--- config.mk ---
export PLATFORM = sky130hd
export DESIGN_NAME = lfsr_bcd_source_flat
export DESIGN_NICKNAME = d
export VERILOG_FILES = /design/src/rtl/lfsr_bcd_pkg.sv /design/src/rtl/lfsr_bcd_if.sv /design/src/rtl/bin8_to_bcd_seq.sv /design/src/rtl/lfsr_bcd_source.sv /design/src/flat_wrapper.sv
export SDC_FILE = /design/constraint.sdc
export NUM_CORES = 1
export LEC_CHECK = 0
export BUFFER_PORTS_ARGS = -buffer_cell sky130_fd_sc_hd__buf_4
export CAP_MARGIN = 40
export CORE_MARGIN = 5
export CORE_UTILIZATION = 57
export DETAILED_ROUTE_END_ITERATION = 8
export PLACE_DENSITY = 0.78
export SETUP_SLACK_MARGIN = 0.5
export SYNTH_ARGS = -nofsm -noshare
export SYNTH_HDL_FRONTEND = slang
export SYNTH_SLANG_ARGS = --single-unit
--- constraint.sdc ---
create_clock -name clk -period 2.1 [get_ports clk]
set_input_delay 0.105 -clock clk [delete_from_list [all_inputs] [get_ports clk]]
set_output_delay 0.105 -clock clk [all_outputs]
set_load 0.1 [all_outputs]
--- src/rtl/lfsr_bcd_pkg.sv ---
// Shared types, widths and helper arithmetic for the LFSR-to-BCD display source.
package lfsr_bcd_pkg;
    localparam int LFSR_W      = 8;
    localparam int BCD_W       = 4;
    localparam int NDIGITS     = 3;
    localparam int CONV_CYCLES = 8;
    localparam int SR_W        = NDIGITS * BCD_W + LFSR_W;

    localparam logic [LFSR_W-1:0] DEFAULT_TAPS = 8'b0001_1101;
    localparam logic [LFSR_W-1:0] DEFAULT_SEED = 8'h01;

    typedef enum logic [1:0] {
        IDLE,
        CONV,
        DONE
    } state_t;

    // One double-dabble correction: every BCD nibble >= 5 gets +3 before the shift.
    function automatic logic [SR_W-1:0] add3(input logic [SR_W-1:0] v);
        logic [SR_W-1:0] r;
        r = v;
        for (int d = 0; d < NDIGITS; d++) begin
            if (r[LFSR_W+BCD_W*d +: BCD_W] >= 4'd5) begin
                r[LFSR_W+BCD_W*d +: BCD_W] = r[LFSR_W+BCD_W*d +: BCD_W] + 4'd3;
            end
        end
        return r;
    endfunction

    function automatic logic [NDIGITS*BCD_W-1:0] bin_to_bcd(input logic [LFSR_W-1:0] bin);
        logic [SR_W-1:0] sr;
        sr = {{(NDIGITS*BCD_W){1'b0}}, bin};
        for (int s = 0; s < CONV_CYCLES; s++) begin
            sr = add3(sr) << 1;
        end
        return sr[SR_W-1:LFSR_W];
    endfunction
endpackage

--- src/rtl/lfsr_bcd_if.sv ---
// Button input and display/LED outputs of the LFSR BCD source.
interface lfsr_bcd_if;
    logic       step_btn;
    logic [7:0] lfsr_q;
    logic [3:0] bcd_hund;
    logic [3:0] bcd_tens;
    logic [3:0] bcd_ones;
    logic       busy;
    logic       valid;

    modport master (
        input  step_btn,
        output lfsr_q, bcd_hund, bcd_tens, bcd_ones, busy, valid
    );

    modport slave (
        output step_btn,
        input  lfsr_q, bcd_hund, bcd_tens, bcd_ones, busy, valid
    );
endinterface

--- src/rtl/bin8_to_bcd_seq.sv ---
// Sequential 8-bit binary to 3-digit BCD converter (shift-add-3), one bit per cycle.
//   state | meaning
//   IDLE  | waiting for start; digits hold last result
//   CONV  | add-3 and shift, CONV_CYCLES cycles
//   DONE  | digits just updated; done pulses for this cycle
module bin8_to_bcd_seq
    import lfsr_bcd_pkg::*;
#(
    parameter logic [LFSR_W-1:0] RST_VAL = DEFAULT_SEED
) (
    input  logic                      clk,
    input  logic                      rst_n,
    input  logic                      start,
    input  logic [LFSR_W-1:0]         din,
    output logic                      busy,
    output logic                      done,
    output logic [NDIGITS*BCD_W-1:0]  digits
);
    localparam logic [NDIGITS*BCD_W-1:0] RST_DIGITS = bin_to_bcd(RST_VAL);
    localparam logic [2:0]               LAST_BIT   = 3'(CONV_CYCLES - 1);

    state_t                     state_q, state_d;
    logic [SR_W-1:0]            sr_q, sr_d;
    logic [2:0]                 cnt_q, cnt_d;
    logic [NDIGITS*BCD_W-1:0]   dig_q, dig_d;
    logic [SR_W-1:0]            shifted;

    always_ff @(posedge clk or negedge rst_n) begin
        if (!rst_n) begin
            state_q <= IDLE;
            sr_q    <= '0;
            cnt_q   <= '0;
            dig_q   <= RST_DIGITS;
        end else begin
            state_q <= state_d;
            sr_q    <= sr_d;
            cnt_q   <= cnt_d;
            dig_q   <= dig_d;
        end
    end

    always_comb begin
        state_d = state_q;
        sr_d    = sr_q;
        cnt_d   = cnt_q;
        dig_d   = dig_q;
        shifted = add3(sr_q) << 1;
        case (state_q)
            IDLE: begin
                if (start) begin
                    sr_d    = {{(NDIGITS*BCD_W){1'b0}}, din};
                    cnt_d   = '0;
                    state_d = CONV;
                end
            end
            CONV: begin
                sr_d  = shifted;
                cnt_d = cnt_q + 3'd1;
                if (cnt_q == LAST_BIT) begin
                    dig_d   = shifted[SR_W-1:LFSR_W];
                    state_d = DONE;
                end
            end
            DONE:    state_d = IDLE;
            default: state_d = IDLE;
        endcase
    end

    assign busy   = (state_q != IDLE);
    assign done   = (state_q == DONE);
    assign digits = dig_q;
endmodule

--- src/rtl/lfsr_bcd_source.sv ---
// Button-stepped 8-bit LFSR whose value is converted to stable BCD digits for 7-segment decoders.
module lfsr_bcd_source
    import lfsr_bcd_pkg::*;
#(
    parameter logic [LFSR_W-1:0] SEED = DEFAULT_SEED,
    parameter logic [LFSR_W-1:0] TAPS = DEFAULT_TAPS
) (
    input  logic      clk,
    input  logic      rst_n,
    lfsr_bcd_if.master io
);
    logic                     sync1_q, sync1_d;
    logic                     sync2_q, sync2_d;
    logic                     prev_q, prev_d;
    logic                     pending_q, pending_d;
    logic [LFSR_W-1:0]        lfsr_q, lfsr_d;
    logic [LFSR_W-1:0]        lfsr_next;
    logic                     step_pulse;
    logic                     accept;
    logic                     conv_busy;
    logic                     conv_done;
    logic [NDIGITS*BCD_W-1:0] digits;

    always_ff @(posedge clk or negedge rst_n) begin
        if (!rst_n) begin
            sync1_q   <= 1'b0;
            sync2_q   <= 1'b0;
            prev_q    <= 1'b0;
            pending_q <= 1'b0;
            lfsr_q    <= SEED;
        end else begin
            sync1_q   <= sync1_d;
            sync2_q   <= sync2_d;
            prev_q    <= prev_d;
            pending_q <= pending_d;
            lfsr_q    <= lfsr_d;
        end
    end

    always_comb begin
        sync1_d    = io.step_btn;
        sync2_d    = sync1_q;
        prev_d     = sync2_q;
        step_pulse = sync2_q & ~prev_q;

        // An all-zero register would never leave zero, so it is reseeded.
        if (lfsr_q == '0) lfsr_next = SEED;
        else              lfsr_next = {^(lfsr_q & TAPS), lfsr_q[LFSR_W-1:1]};

        accept    = !conv_busy && (step_pulse || pending_q);
        lfsr_d    = accept ? lfsr_next : lfsr_q;
        pending_d = pending_q;
        if (accept)                       pending_d = 1'b0;
        else if (step_pulse && conv_busy) pending_d = 1'b1;
    end

    bin8_to_bcd_seq #(
        .RST_VAL (SEED)
    ) u_conv (
        .clk    (clk),
        .rst_n  (rst_n),
        .start  (accept),
        .din    (lfsr_next),
        .busy   (conv_busy),
        .done   (conv_done),
        .digits (digits)
    );

    assign io.lfsr_q   = lfsr_q;
    assign io.bcd_hund = digits[11:8];
    assign io.bcd_tens = digits[7:4];
    assign io.bcd_ones = digits[3:0];
    assign io.busy     = conv_busy;
    assign io.valid    = conv_done;
endmodule

--- src/flat_wrapper.sv ---
// flat-port wrapper written by rule: the top's interface ports become plain ports
module lfsr_bcd_source_flat import lfsr_bcd_pkg::*;
#(
    parameter logic [LFSR_W-1:0] SEED = DEFAULT_SEED,
    parameter logic [LFSR_W-1:0] TAPS = DEFAULT_TAPS
)
  (clk, rst_n, io_step_btn, io_lfsr_q, io_bcd_hund, io_bcd_tens, io_bcd_ones, io_busy, io_valid);
  lfsr_bcd_if io_i ();
  input  logic clk;
  input  logic rst_n;
  input wire logic [$bits(io_i.step_btn)-1:0] io_step_btn;
  output wire logic [$bits(io_i.lfsr_q)-1:0] io_lfsr_q;
  output wire logic [$bits(io_i.bcd_hund)-1:0] io_bcd_hund;
  output wire logic [$bits(io_i.bcd_tens)-1:0] io_bcd_tens;
  output wire logic [$bits(io_i.bcd_ones)-1:0] io_bcd_ones;
  output wire logic [$bits(io_i.busy)-1:0] io_busy;
  output wire logic [$bits(io_i.valid)-1:0] io_valid;
  assign io_i.step_btn = io_step_btn;
  assign io_lfsr_q = io_i.lfsr_q;
  assign io_bcd_hund = io_i.bcd_hund;
  assign io_bcd_tens = io_i.bcd_tens;
  assign io_bcd_ones = io_i.bcd_ones;
  assign io_busy = io_i.busy;
  assign io_valid = io_i.valid;
  lfsr_bcd_source #(.SEED(SEED), .TAPS(TAPS)) u_core (.clk(clk), .rst_n(rst_n), .io(io_i));
endmodule
; After elaboration in Yosys (flattened, before gate mapping)
; Index checks and enable logic that the tools add are counted.
[totals]
register_bits = 49
output_inout_bits = 22
wordCells = 49
ram_bits = 0
in_bits = 3
rom_bits = 0
latch_bits = 0
mem_count = 0
[op_classes]
reduce_logical = 13
n_bitwise = 2
order_cmp = 3
div = 0
multipliers = 0
shift = 0
add_sub_neg = 4
n_mux = 13
eq_ne = 5
[op_table]
columns = op, count
row1 = 20-bit one-hot mux with 2 select lines, 1
row2 = 20-bit two-way mux, 1
row3 = "4-bit by 3-bit greater-or-equal comparator with 1-bit output, second input constant", 3
row4 = "4-bit by 2-bit adder with 4-bit output, second input constant", 2
row5 = 8-bit zero test, 1
row6 = 4-bit two-way mux, 2
row7 = 8-bit two-way mux, 1
row8 = 8-bit XOR reduction, 1
row9 = 3-bit two-way mux, 2
row10 = 3-bit one-hot mux with 2 select lines, 1
row11 = 2-bit AND reduction, 3
row12 = 2-bit nonzero test, 3
row13 = 2-bit two-way mux, 2
row14 = 2-bit one-hot mux with 2 select lines, 1
row15 = "3-bit by 1-bit adder with 3-bit output, second input constant", 1
row16 = "3-bit by 2-bit adder with 3-bit output, second input constant", 1
row17 = "3-bit equality test, second input constant", 1
row18 = "2-bit by 1-bit equality test with 1-bit output, second input constant", 1
row19 = "2-bit equality test, second input constant", 1
row20 = 1-bit logical AND, 2
row21 = 2-bit zero test, 1
row22 = 1-bit two-way mux, 2
row23 = "2-bit by 1-bit != test with 1-bit output, second input constant", 1
row24 = "2-bit != test, second input constant", 1
row25 = other kinds (4), 4

; Depth between registers and ports, before layout
; Gate-level depths: netlist of the first run.
[logic_depth]
depth_word = 6
ltp_mapped = 6
mapped_depth_nobuf = 6

; Cells and area by module
; From an unflattened synthesis of the first run, not the netlist that was laid out.
[unflattened]
hier_cells = 218
hier_area_um2 = 2313.5
[by_module_without_submodules]
columns = mod, seq_area_each_um2, cells_each, instances, area_per_inst_um2
row1 = bin8_to_bcd_seq, 927.1, 174, 1, 1731.7
row2 = lfsr_bcd_source, 301.5, 44, 1, 581.8

; Worst setup path before layout of the first run
; No wires, ideal clock.
[synth_timing]
path_type = register to register
start = register u_core.lfsr_q[2] (netlist: u_core.io.lfsr_q[2])
end = register u_core.u_conv.sr_q[0]
slack_ns = 0.099
setup_time_ns = 0.120
n_path_buf = 0
t_required_ns = 1.980
arrival_ns = 1.881
synth_period_minus_slack_ns = 2.001
path_stages_with_launch = 7
path_cell_list = dfrtp_1 > inv_1 > ha_1 > nor2b_1 > a21oi_1 > nor2_1 > a31o_2
[synth_between]
elab_chain_len = 4
[synth_lines]
columns = item, line
row1 = start: declaration, lfsr_bcd_source.sv:16  ; logic [LFSR_W-1:0] lfsr_q, lfsr_d;
row2 = start signal: assignment, lfsr_bcd_source.sv:36  ; lfsr_q <= lfsr_d;
row3 = 8-bit zero test, lfsr_bcd_source.sv:47  ; if (lfsr_q == '0) lfsr_next = SEED;
row4 = 8-bit two-way mux, lfsr_bcd_source.sv:47
row5 = 20-bit two-way mux, bin8_to_bcd_seq.sv:50  ; if (start) begin
row6 = 20-bit one-hot mux with 2 select lines, bin8_to_bcd_seq.sv:48  ; case (state_q)
row7 = end signal: assignment, bin8_to_bcd_seq.sv:36  ; sr_q <= sr_d;
row8 = end: declaration, bin8_to_bcd_seq.sv:23  ; logic [SR_W-1:0] sr_q, sr_d;
; No other way between the ends. The select of a mux whose other input is x is not followed.
; A chain may end at the register's enable or synchronous reset.

; Worst setup path after layout of the first run
[layout_timing]
start = register u_core.u_conv.sr_q[9]
end = register u_core.u_conv.sr_q[10]
[layout_between]
elab_chain_len = 3
word_cells_on_any_way = 4
classes_between = add/sub (1) / order compare (1) / mux (2)
[layout_lines]
columns = item, line
row1 = 4-bit by 2-bit adder with 4-bit output / 4-bit by 3-bit greater-or-equal comparator with 1-bit output (equally long branches), "lfsr_bcd_pkg.sv:24, lfsr_bcd_pkg.sv:23"
row2 = 4-bit two-way mux *, lfsr_bcd_pkg.sv:23  ; if (r[LFSR_W+BCD_W*d +: BCD_W] >= 4'd5) begin
row3 = 20-bit one-hot mux with 2 select lines *, bin8_to_bcd_seq.sv:48
; Mark *: on every way between the ends. The rest lies on a longest branch, timed or not.

==> metrics.yaml, run 1 <==
worst_setup_path:
  timing.setup.critical_path_class: "flip-flop to flip-flop"
  reg2reg_to: "u_core.u_conv.sr_q[10]"
  path_max_fanout: 3
  crit-reg2reg-launch: "u_core.u_conv.sr_q[9]"
  reg2reg_slack_ns: 0.55
  reg2reg_depth: 6
  startpoint_type: "flip-flop"
  worstSetupEndpointType: "flip-flop"
  worstPathArrival_ns: 1.78
  critPathRequiredTime_ns: 2.33
clock_tree:
  clock-sinks: 49
  cts_inserted_buffers: 5
  source_to_sink_clock_delay_at_the_later_pin_of_the_worst_skew_pair_ns: 0.30
  cts_tree: "built"
  cts_max_path_buffers: 2
  clk_pin_slew_worst_paths_ns: 0.09
  cts_root_buffer: "clkbuf_8"
  htree_num_levels: 2
synth:
  ys_warn_count: 0
  fraction_of_registers_with_async_set_reset_pct: 100
  synth-compound-area-share_pct: 16.3
  synth_edf_count: 0
  share_of_synthesized_area_occupied_by_flip_flops_and_latches_pct: 55.2
  synthXorXnorAreaFrac_pct: 1.97
  synth_top_family_by_area: "compound AO/OA/AOI/OAI gates"
  synth-simple-area-share_pct: 15.5
  top_reg_cell_synth: "dfrtp_1"
  yosys.cell_types.count: 32
  synthAdderAreaFrac_pct: 5.06
  multiplexer_share_of_the_synthesized_area_pct: 2.02
  syn_area_per_cell_um2: 10.3
  synthesis.instances: 217
  register_bit_total_from_synthesis: 49
  mappedNetlistArea_mm2: 0.00222
  synthesis.nets: 229
sta:
  final.min_clock_period_ns: 1.55
  tns_ns: 0
  report.final.slew_viol_count: 0
  fin_crit_sh_pct: 73.8
  max_slew.worst_pin.slew_ns: 0.602
  final_critical_path_setup_slack_ns: 0.551
  timing.final.hold_violations: 0
  slew-limit-headroom_pct: 59.8
  clock_skew_ns: 0.00836
  setup-violations-final: 0
  timing.fmax_ghz: 0.646
  rsz0062_at_grt: "true"
route:
  drc: 0
  via_count: 1636
  wl_per_cell_um: 14.9
  totalWireLength_mm: 4.47
  drtIter0Drc: 90
  drt-vias-per-instance: 5.45
  dr.pass1.iters: 6
  route.antenna.remaining_nets: 0
finish:
  drive_above_1_share_pct: 29.0
  layout-area-overhead-vs-synth_pct: 20.4
  final_util_pct: 72.1
  finalNetCount: 263
  most_frequent_cells_in_the_layout: "dfrtp_1, nand2_1, buf_4"
  commonest_non_fill_non_tap_cell_in_the_layout: "dfrtp_1"
  insertedDiodeCount: 0
  fin_cells: 300
job:
  max_cap_viol_count: 0
global_route:
  grt_use_total_pct: 18.7
  grt_overflow: 0
  grt_pass1_vias: 1648
  pin_count_of_the_biggest_net_entering_global_routing: 50
  antenna_found_initial: 0
  grt_first_pass_wirelength_mm: 7.62
run_status:
  status: "finished, final reports clean"
placed_design:
  place.gp.congestion: 0.848
  detailed_place_hpwl_mm: 2.91
  port_buffers: 24
  place.detailed.instances: 287
  dp_slack_ns: 0.431
floorplan:
  die-area_mm2: 0.00525
  rows: 22
  boundaryPins: 25
  core_region_area_mm2: 0.00372
  die_x_um: 72.5
  initial_utilization_pct: 59.9
  chipHeight_um: 72.5
worst_hold_path:
  hold_path.class: "input pin to asynchronous set/reset pin"
[worst max-delay path by stage]
stage	startpoint	endpoint	slack, ns
global route	u_core.u_conv.sr_q[9]	u_core.u_conv.sr_q[10]	0.46
CTS	u_core.u_conv.sr_q[12]	u_core.u_conv.digits[6]	0.50
floorplan	u_core.io.lfsr_q[2]	u_core.u_conv.sr_q[0]	0.51
finish	u_core.u_conv.sr_q[9]	u_core.u_conv.sr_q[10]	0.55
detailed placement	u_core.u_conv.sr_q[13]	u_core.u_conv.digits[6]	0.43
global placement	u_core.u_conv.sr_q[8]	u_core.u_conv.sr_q[10]	0.52
[state kept, by name, indices dropped and copies added (netlist names)]
name,cells
u_core.sync1_q,1
u_core.u_conv.cnt_q,3
u_core.pending_q,1
u_core.prev_q,1
u_core.io.lfsr_q,8
u_core.u_conv.sr_q,20
u_core.u_conv.digits,12
u_core.u_conv.state_q,2
u_core.prev_d,1
[per-stage QoR]
stage / area (µm²) / hold WS [ns]
floorplan: 2240 / -0.191
global placement: 2490 / 0.158
detailed placement: 2490 / 0.154
CTS: 2620 / 0.377
global route: 2680 / 0.374
finish: 2680 / 0.354
[cell type report]
class,count,area (µm²)
sequential,49,1240
inverter,11,41.3
tap,48,60.1
clock buffer,8,90.1
fill,276,1040
timing repair buffer,36,279
multi-input combinational,148,967
[critical path: stages, from the launching register on]
cell and delay, ns:
dfrtp_1 0.38, inv_2 0.07, ha_1 0.18, nand2b_1 0.17, a21oi_2 0.19, mux2_2 0.38
o21ai_1 0.11
[cells by family (layout without fill, tap and decap cells)]
| kind of cell | Yosys count | count (layout) |
|---|---|---|
| simple gates | 71 | 71 |
| compound gates | 59 | 59 |
| flops | 49 | 49 |
| buf+inv | 20 | 55 |
| fa+ha+maj | 9 | 9 |
| xor+xnor | 5 | 5 |
| mux | 4 | 4 |
[routing by layer]
layer | up-vias | global-route usage, % | routed length (µm)
met5 | - | 0 | 0
met2 | 39 | 31.3 | 2250
met3 | 6 | 5.12 | 185
met4 | 0 | 6.15 | 60
met1 | 786 | 23.6 | 1970
li1 | 805 | - | -
[Yosys cell counts, drive strengths merged, types with 4 or more instances]
| library cell | count | area share (%) |
|---|---|---|
| nor2 | 6 | 1.1 |
| ha | 9 | 5.1 |
| o21ai | 30 | 6.9 |
| nor3b | 5 | 1.7 |
| a22oi | 4 | 1.3 |
| inv | 11 | 1.9 |
| nand3 | 10 | 2.2 |
| xnor2 | 5 | 2.0 |
| mux2 | 4 | 2.0 |
| nand2b | 4 | 1.1 |
| a22o | 5 | 2.0 |
| a21o | 4 | 1.3 |
| buf | 7 | 1.7 |
| a21oi | 10 | 2.2 |
| dfrtp | 47 | 53 |
| nand2 | 39 | 6.7 |
[repair_timing]
item | CTS | global route
hold buffers | 2 | 0
gates resized for setup | 5 | 16
endpoints found under the hold margin | 48 | 0
setup buffers | 0 | 3
pin swaps | 0 | 3
endpoints found under the setup margin | 6 | 10
Power of run 1 is not shown: default switching activity piles up to over one toggle a cycle in this logic, so the estimate is an artifact.
==> inputs of run 2 (changes only) <==
--- a/config.mk
+++ b/config.mk
@@ -5,12 +5,13 @@
 export SDC_FILE = /design/constraint.sdc
 export NUM_CORES = 1
 export LEC_CHECK = 0
+export ABC_AREA = 1
 export BUFFER_PORTS_ARGS = -buffer_cell sky130_fd_sc_hd__buf_4
 export CAP_MARGIN = 40
 export CORE_MARGIN = 5
-export CORE_UTILIZATION = 57
+export CORE_UTILIZATION = 58
 export DETAILED_ROUTE_END_ITERATION = 8
-export PLACE_DENSITY = 0.78
+export PLACE_DENSITY = 0.79
 export SETUP_SLACK_MARGIN = 0.5
 export SYNTH_ARGS = -nofsm -noshare
 export SYNTH_HDL_FRONTEND = slang
==> constraint.sdc (replaced) <==
create_clock -name clk -period 1.6 [get_ports clk]
set_input_delay 0.08 -clock clk [delete_from_list [all_inputs] [get_ports clk]]
set_output_delay 0.08 -clock clk [all_outputs]
set_load 0.1 [all_outputs]
==> run 2 against run 1 <==
  * The run now fails in 5_1_grt
  * Area after synthesis is 3.8% higher
  * Synthesized cell count up 24%
==> metrics.yaml, run 2 <==
global_route:
  pin_count_of_the_biggest_net_entering_global_routing: 50
run_status:
  outcome.stop_stage: "5_1_grt"
  run.stop_error: "[ERROR DPL-0038] Utilization greater than 100%, impossible to legalize"
  status: "did not finish"
synth:
  netlist.area_leader.share_pct: 50.9  # -1.9 points
  synthesis.nets: 282  # +23%
  post_synth_most_frequent_cells: "nand2_1, dfrtp_1, nand3_1"
  register_bit_total_from_synthesis: 49  # unchanged
  synthesis.instances: 270  # +24%
  yosysTopAreaCell: "dfrtp_1"
  yosys.cell_count.top_type: "nand2_1"
  share_of_synthesized_area_occupied_by_flip_flops_and_latches_pct: 53.2  # -2.0 points
  fraction_of_registers_with_async_set_reset_pct: 100  # unchanged
  synth_edf_count: 0  # unchanged
  ys_warn_count: 0  # unchanged
  top_reg_cell_synth: "dfrtp_1"
  syn_area_per_cell_um2: 8.55  # -17%
  yosys.cell_types.count: 21  # -34%
  synth.top_cells.by_area: "dfrtp_1, nand2_1, nand3_1"
  mappedNetlistArea_mm2: 0.00231  # +3.8%
placed_design:
  detailed_place_hpwl_mm: 3.22  # +11%
  dp_slack_ns: 0.280  # -0.152 ns
  port_buffers: 24  # unchanged
  placed_standard_cell_area_mm2: 0.00262  # +5.4%
  place.gp.congestion: 0.864  # +1.9%
clock_tree:
  htree_num_levels: 2  # unchanged
  cts_inserted_buffers: 5  # unchanged
  cts_root_buffer: "clkbuf_8"
  clock-sinks: 49  # unchanged
  cts_max_path_buffers: 2  # unchanged
floorplan:
  boundaryPins: 25  # unchanged
  rows: 23  # +4.5%
  die_x_um: 73.1  # +0.88%
  chipHeight_um: 73.1  # +0.88%
  initial_utilization_pct: 58.6  # -1.3 points
sta:
  crit_endpoint: "u_core.u_conv.sr_q[13]$_DFFE_PN0P_/D"
  worstEndpointType: "register data pin"
## run 2: through the flow
stage / utilization, % / cells
CTS: 87.8 / 386
detailed placement: 66.6 / 340
floorplan: - / 270
global placement: 66.6 / 340
## run 2: cell families after synthesis
logic type / share of synthesized area (%)
adders and majority gates: 4.88
AOI/OAI and AO/OA: 6.01
buffers and inverters: 7.69
DFF: 53.2
and+or+nand+nor: 28.2
## run 2: what timing repair did
action | CTS
pin swaps | 27
endpoints found under the hold margin | 48
gates cloned | 3
buffers inserted | 33
hold buffers | 2
gates resized for setup | 107
endpoints found under the setup margin | 48
==> inputs of run 3 (changes only) <==
--- a/config.mk
+++ b/config.mk
@@ -9,10 +9,9 @@
 export BUFFER_PORTS_ARGS = -buffer_cell sky130_fd_sc_hd__buf_4
 export CAP_MARGIN = 40
 export CORE_MARGIN = 5
-export CORE_UTILIZATION = 58
+export CORE_UTILIZATION = 40
 export DETAILED_ROUTE_END_ITERATION = 8
-export PLACE_DENSITY = 0.79
-export SETUP_SLACK_MARGIN = 0.5
+export PLACE_DENSITY_LB_ADDON = 0.15
 export SYNTH_ARGS = -nofsm -noshare
 export SYNTH_HDL_FRONTEND = slang
 export SYNTH_SLANG_ARGS = --single-unit
==> run 3 against run 2 <==
  * The flow now finishes without violations
  * Synthesized cell count is the same
  * Area after synthesis is the same
==> metrics.yaml, run 3 <==
run_status:
  status: "finished, final reports clean"
finish:
  layout-area-overhead-vs-synth_pct: 16.0
  flip_flop_count_of_the_largest_register_all_copies_and_words_added: 20
  drive_above_1_share_pct: 16.3
  fillers: 566
  finalNetCount: 312
  insertedDiodeCount: 0
  top_register: "u_core.u_conv.sr_q"
  most_frequent_cells_in_the_layout: "nand2_1, dfrtp_1, nand3_1"
  commonest_non_fill_non_tap_cell_in_the_layout: "nand2_1"
placed_design:
  port_buffers: 24  # unchanged
  dp_slack_ns: 0.130  # -0.149 ns
  detailed_place_hpwl_mm: 3.07  # -4.9%
  place.gp.congestion: 0.799  # -7.5%
clock_tree:
  clock-sinks: 49  # unchanged
  source_to_sink_clock_delay_at_the_later_pin_of_the_worst_skew_pair_ns: 0.30
  post-cts-setup-buffer-count: 0  # -100%
  cts_inserted_buffers: 5  # unchanged
  htree_num_levels: 2  # unchanged
  cts_tree: "built"
  clk_pin_slew_worst_paths_ns: 0.09
  cts_max_path_buffers: 2  # unchanged
  cts_root_buffer: "clkbuf_8"
worst_hold_path:
  hold_path.class: "input pin to asynchronous set/reset pin"
global_route:
  antenna_found_initial: 0
  grt_pass1_vias: 1630
  pin_count_of_the_biggest_net_entering_global_routing: 50
  met2_usage_pct: 21.0
  gr-usage-met1_pct: 17.1
  grt_use_total_pct: 12.9
  gr-max-usage-layer: "met2"
  met3_capacity_usage_during_global_routing_pct: 3.17
  grt_first_pass_wirelength_mm: 7.65
  grt_overflow: 0
synth:
  register_bit_total_from_synthesis: 49  # unchanged
  fraction_of_registers_with_async_set_reset_pct: 100  # unchanged
  top_reg_cell_synth: "dfrtp_1"
  synthesis.nets: 282  # unchanged
  yosys.cell_types.count: 21  # unchanged
  share_of_synthesized_area_occupied_by_flip_flops_and_latches_pct: 53.2  # unchanged
  synthesis.instances: 270  # unchanged
  netlist.area_leader.share_pct: 50.9  # unchanged
  yosys.cell_count.top_type: "nand2_1"
  syn_area_per_cell_um2: 8.55  # unchanged
  synth_edf_count: 0  # unchanged
  yosysTopAreaCell: "dfrtp_1"
  ys_warn_count: 0  # unchanged
  post_synth_most_frequent_cells: "nand2_1, dfrtp_1, nand3_1"
  synth.top_cells.by_area: "dfrtp_1, nand2_1, nand3_1"
  mappedNetlistArea_mm2: 0.00231  # unchanged
floorplan:
  rows: 27  # +17%
  chipHeight_um: 86.0  # +18%
  core_region_area_mm2: 0.00557
  boundaryPins: 25  # unchanged
  die_x_um: 86.0  # +18%
  die-area_mm2: 0.00739
  initial_utilization_pct: 41.4  # -17 points
worst_setup_path:
  critPathTopFamily: "simple AND/OR/NAND/NOR gates"
  cpMostUsedCell: "nand2_1"
  worstPathArrival_ns: 1.63
  crit_chain: "inv_1, ha_1, inv_1, o21ai_1, nand2_1, nand2_1, nand3_1, nand2_1"
  critical_path_buf_inv_count: 2
  crit-reg2reg-launch: "u_core.u_conv.sr_q[8]"
  reg2reg_to: "u_core.u_conv.digits[1]"
  startpoint_type: "flip-flop"
  cpPeakStageDelay_ns: 0.40
  critPathRequiredTime_ns: 1.84
  path_max_fanout: 4
  reg2reg_slack_ns: 0.21
  critical_path.slowest_cell: "dfrtp_1"
  timing.setup.critical_path_class: "flip-flop to flip-flop"
  reg2reg_depth: 8
  worstSetupEndpointType: "flip-flop"
route:
  route.antenna.remaining_nets: 0
  wl_per_cell_um: 11.8
  drt-vias-per-instance: 4.73
  drc: 0
  totalWireLength_mm: 4.39
  via_count: 1764
  dr.pass1.iters: 4
  drtIter0Drc: 86
sta:
  final_critical_path_setup_slack_ns: 0.208
  tns_ns: 0
  clock_skew_ns: 0.00949
  fin_crit_sh_pct: 87.0
  timing.final.hold_violations: 0
  rsz0062_at_grt: "false"
  max_slew.worst_pin.slew_ns: 0.613
  setup-violations-final: 0
  slew-limit-headroom_pct: 59.1
  report.final.slew_viol_count: 0
  final.min_clock_period_ns: 1.39
  timing.fmax_ghz: 0.718
job:
  max_cap_viol_count: 0
[run 3: through the flow]
step / cells / area, µm² / util, % / hold WS, ns
after global routing: 373 / 2680 / 48.1 / 0.366
after global placement: 363 / 2540 / 45.6 / 0.143
after floorplan: 270 / 2320 / - / -0.216
after CTS: 373 / 2680 / 48.1 / 0.358
final: 373 / 2680 / 48.1 / 0.342
after detailed placement: 363 / 2540 / 45.6 / 0.145
[run 3: how the worst max path moves through the flow]
stage	to	cells past startpoint	startpoint
after CTS	u_core.u_conv.digits[1]	8	u_core.u_conv.sr_q[8]
after global placement	u_core.u_conv.digits[1]	8	u_core.u_conv.sr_q[8]
after detailed placement	u_core.u_conv.digits[1]	8	u_core.u_conv.sr_q[8]
final	u_core.u_conv.digits[1]	8	u_core.u_conv.sr_q[8]
after global routing	u_core.u_conv.digits[1]	8	u_core.u_conv.sr_q[8]
after floorplan	u_core.u_conv.sr_q[0]	7	u_core.io.lfsr_q[5]
[run 3: final cells by class]
cell class / count / area, µm² / share of cell area (%)
multi-input combinational: 185 / 906 / 33.8
clock buffer: 7 / 86.3 / 3.22
inverter: 31 / 119 / 4.44
sequential: 49 / 1230 / 46.0
tap: 72 / 90.1 / 3.36
clock inverter: 1 / 30.0 / 1.12
timing repair buffer: 28 / 215 / 8.03
[run 3: cells by family (layout without fill, tap and decap cells)]
kind of cell    after synthesis  count (layout)  synth area share (%)
flops                        49              49                  53.2
simple gates                150             150                  28.2
fa+ha+maj                     9               9                  4.88
buf+inv                      36              67                  7.69
compound gates               26              26                  6.01
[run 3: worst register-to-register path: stages, from the launching register on]
cell and delay [ns]:
dfrtp_1 0.40, inv_1 0.12, ha_1 0.15, inv_1 0.05, o21ai_1 0.20, nand2_1 0.15, nand2_1 0.10, nand3_1 0.08
nand2_1 0.08
[run 3: routing by layer]
metal  share of wire (%)  up-vias
li1                    -      917
met4                0.98        0
met5                   0        -
met2                  47       21
met3                 2.6        4
met1                  49      822
[run 3: what timing repair did]
action                                  CTS  global route
resized for setup                         0             2
endpoints found under the setup margin    0            11
hold endpoints to repair                 48             0
hold buffers                              2             0
Power of run 3 is left out for the same reason.
==> inputs of run 4 (changes only) <==
--- a/config.mk
+++ b/config.mk
@@ -10,6 +10,7 @@
 export CAP_MARGIN = 40
 export CORE_MARGIN = 5
 export CORE_UTILIZATION = 40
+export CTS_BUF_LIST = sky130_fd_sc_hd__clkbuf_2 sky130_fd_sc_hd__clkbuf_4 sky130_fd_sc_hd__clkbuf_8
 export DETAILED_ROUTE_END_ITERATION = 8
 export PLACE_DENSITY_LB_ADDON = 0.15
 export SYNTH_ARGS = -nofsm -noshare
==> run 4 against run 3 <==
  * Setup slack is essentially flat
  * Sequential share of layout area decreased by 0.064 points
  * Routed wire length up 0.16%
  * Flip-flop and latch count is the same
  * Count of clock-buffer cells in the layout unchanged
  * Final area increased by 0.14%
  * Clock skew is 0.00087 ns lower
  * Final cell count did not move
==> metrics.yaml, run 4 (same netlist as run 3, synthesis figures left out) <==
run_status:
  status: "finished, final reports clean"
sta:
  finalHoldWorstSlack_ns: 0.341  # -0.000161 ns
  final.min_clock_period_ns: 1.39  # -0.000107 ns
  setup-violations-final: 0  # unchanged
  rsz0062_at_grt: "false"
  max_slew.worst_pin.slew_ns: 0.613  # +0.000290 ns
  timing.final.hold_violations: 0  # unchanged
  fin_crit_sh_pct: 87.0  # about the same
  slew-limit-headroom_pct: 59.1  # about the same
  report.final.slew_viol_count: 0  # unchanged
  tns_ns: 0  # unchanged
  timing.fmax_ghz: 0.718  # about the same
  clock_skew_ns: 0.00862  # -0.000871 ns
global_route:
  grt_first_pass_wirelength_mm: 7.66  # about the same
  grt_use_total_pct: 12.9  # +0.020 points
  grt_pass1_vias: 1633  # +0.18%
  antenna_found_initial: 0  # unchanged
  grt_overflow: 0  # unchanged
  pin_count_of_the_biggest_net_entering_global_routing: 50  # unchanged
route:
  totalWireLength_mm: 4.40  # +0.16%
  met1Wirelength_mm: 2.18  # +0.37%
  route.antenna.remaining_nets: 0  # unchanged
  met2RoutedLength_mm: 2.07  # unchanged
  drc: 0  # unchanged
  drtIter0Drc: 94  # +9.3%
  met3WireLength_um: 113  # -1.7%
  via_count: 1753  # -0.62%
  drt-vias-per-instance: 4.70  # -0.62%
  topRoutingLayerUsed: "met4"
  dr.pass1.iters: 4  # unchanged
  wl_per_cell_um: 11.8  # +0.16%
clock_tree:
  cts_tree: "built"
  clk_pin_slew_worst_paths_ns: 0.09  # about the same
  cts_inserted_buffers: 5  # unchanged
  clock-sinks: 49  # unchanged
  cts_root_buffer: "clkbuf_8"
  htree_num_levels: 2  # unchanged
  source_to_sink_clock_delay_at_the_later_pin_of_the_worst_skew_pair_ns: 0.30  # about the same
  cts_max_path_buffers: 2  # unchanged
floorplan:
  die_x_um: 86.0  # unchanged
  core_region_area_mm2: 0.00557  # unchanged
  initial_utilization_pct: 41.4  # unchanged
  die-area_mm2: 0.00739  # unchanged
  chipHeight_um: 86.0  # unchanged
  boundaryPins: 25  # unchanged
  rows: 27  # unchanged
finish:
  drive_above_1_share_pct: 16.6  # +0.33 points
  layout-area-overhead-vs-synth_pct: 16.1
  finalNetCount: 312  # unchanged
  post-route-cell-area_mm2: 0.00268  # +0.14%
  top_register: "u_core.u_conv.sr_q"
  insertedDiodeCount: 0  # unchanged
  commonest_non_fill_non_tap_cell_in_the_layout: "nand2_1"
  flip_flop_count_of_the_largest_register_all_copies_and_words_added: 20  # unchanged
  final_util_pct: 48.1  # +0.067 points
  most_frequent_cells_in_the_layout: "nand2_1, dfrtp_1, nand3_1"
placed_design:
  detailed_place_hpwl_mm: 3.07  # unchanged
  port_buffers: 24  # unchanged
  placed_standard_cell_area_mm2: 0.00254  # unchanged
  place.gp.congestion: 0.799  # unchanged
worst_setup_path:
  path_max_fanout: 4  # unchanged
  worstPathArrival_ns: 1.63  # about the same
  critPathRequiredTime_ns: 1.84  # about the same
  startpoint_type: "flip-flop"
  timing.setup.critical_path_class: "flip-flop to flip-flop"
  worstSetupEndpointType: "flip-flop"
job:
  max_cap_viol_count: 0  # unchanged
worst_hold_path:
  hold_path.class: "input pin to asynchronous set/reset pin"
-- run 4: cell count changes in the layout (fill, tap and decap cells not counted) --
cell / delta
clkbuf_1: -1
clkbuf_4: +1
-- run 4: what timing repair did --
action | in CTS | in global routing
buffers inserted | 0 | 0
hold endpoints to repair | 48 | 0
gates resized for setup | 0 | 2
hold buffers | 2 | 0
endpoints found under the setup margin | 0 | 11
-- run 4: critical path, cell delays in order (launching register included) --
cell and delay [ns]:
dfrtp_1 0.40, inv_1 0.11, ha_1 0.15, inv_1 0.05, o21ai_1 0.20, nand2_1 0.14, nand2_1 0.10, nand3_1 0.08
nand2_1 0.08
-- run 4: metal layers --
| metal | global-route usage (%) | vias to the layer above |
|---|---|---|
| met4 | 3.45 | 0 |
| met2 | 21.0 | 19 |
| li1 | - | 917 |
| met5 | 0 | - |
| met3 | 3.17 | 4 |
| met1 | 17.1 | 813 |
-- run 4: worst paths after layout --
kind | start | end | slack (ns) | cells after the start
max | u_core.u_conv.sr_q[8] | u_core.u_conv.digits[1] | 0.21 | 8
min | rst_n | u_core.u_conv.sr_q[6] | 0.34 | 2
max reg2reg | u_core.u_conv.sr_q[8] | u_core.u_conv.digits[1] | 0.21 | 8
min reg2reg | u_core.sync1_q | u_core.prev_d | 0.35 | 0
max in group asynchronous | rst_n | u_core.io.lfsr_q[2] | 0.81 | 2
min in group clk | u_core.sync1_q | u_core.prev_d | 0.35 | 0
-- run 4: area by class of cell --
class | instances | area, µm²
Clock buffer | 7 | 90.1
Clock inverter | 1 | 30.0
Fill cell | 564 | 2890
Inverter | 31 | 119
Multi-Input combinational cell | 185 | 906
Sequential cell | 49 | 1230
Tap cell | 72 | 90.1
Timing Repair Buffer | 28 | 215
-- run 4: per-stage QoR --
step / setup WS, ns / instances
finish: 0.208 / 373
global route: 0.0492 / 373
CTS: 0.110 / 373
detailed placement: 0.130 / 363
global placement: 0.204 / 363
floorplan: 0.0319 / 270
Power of run 4 is left out for the same reason.
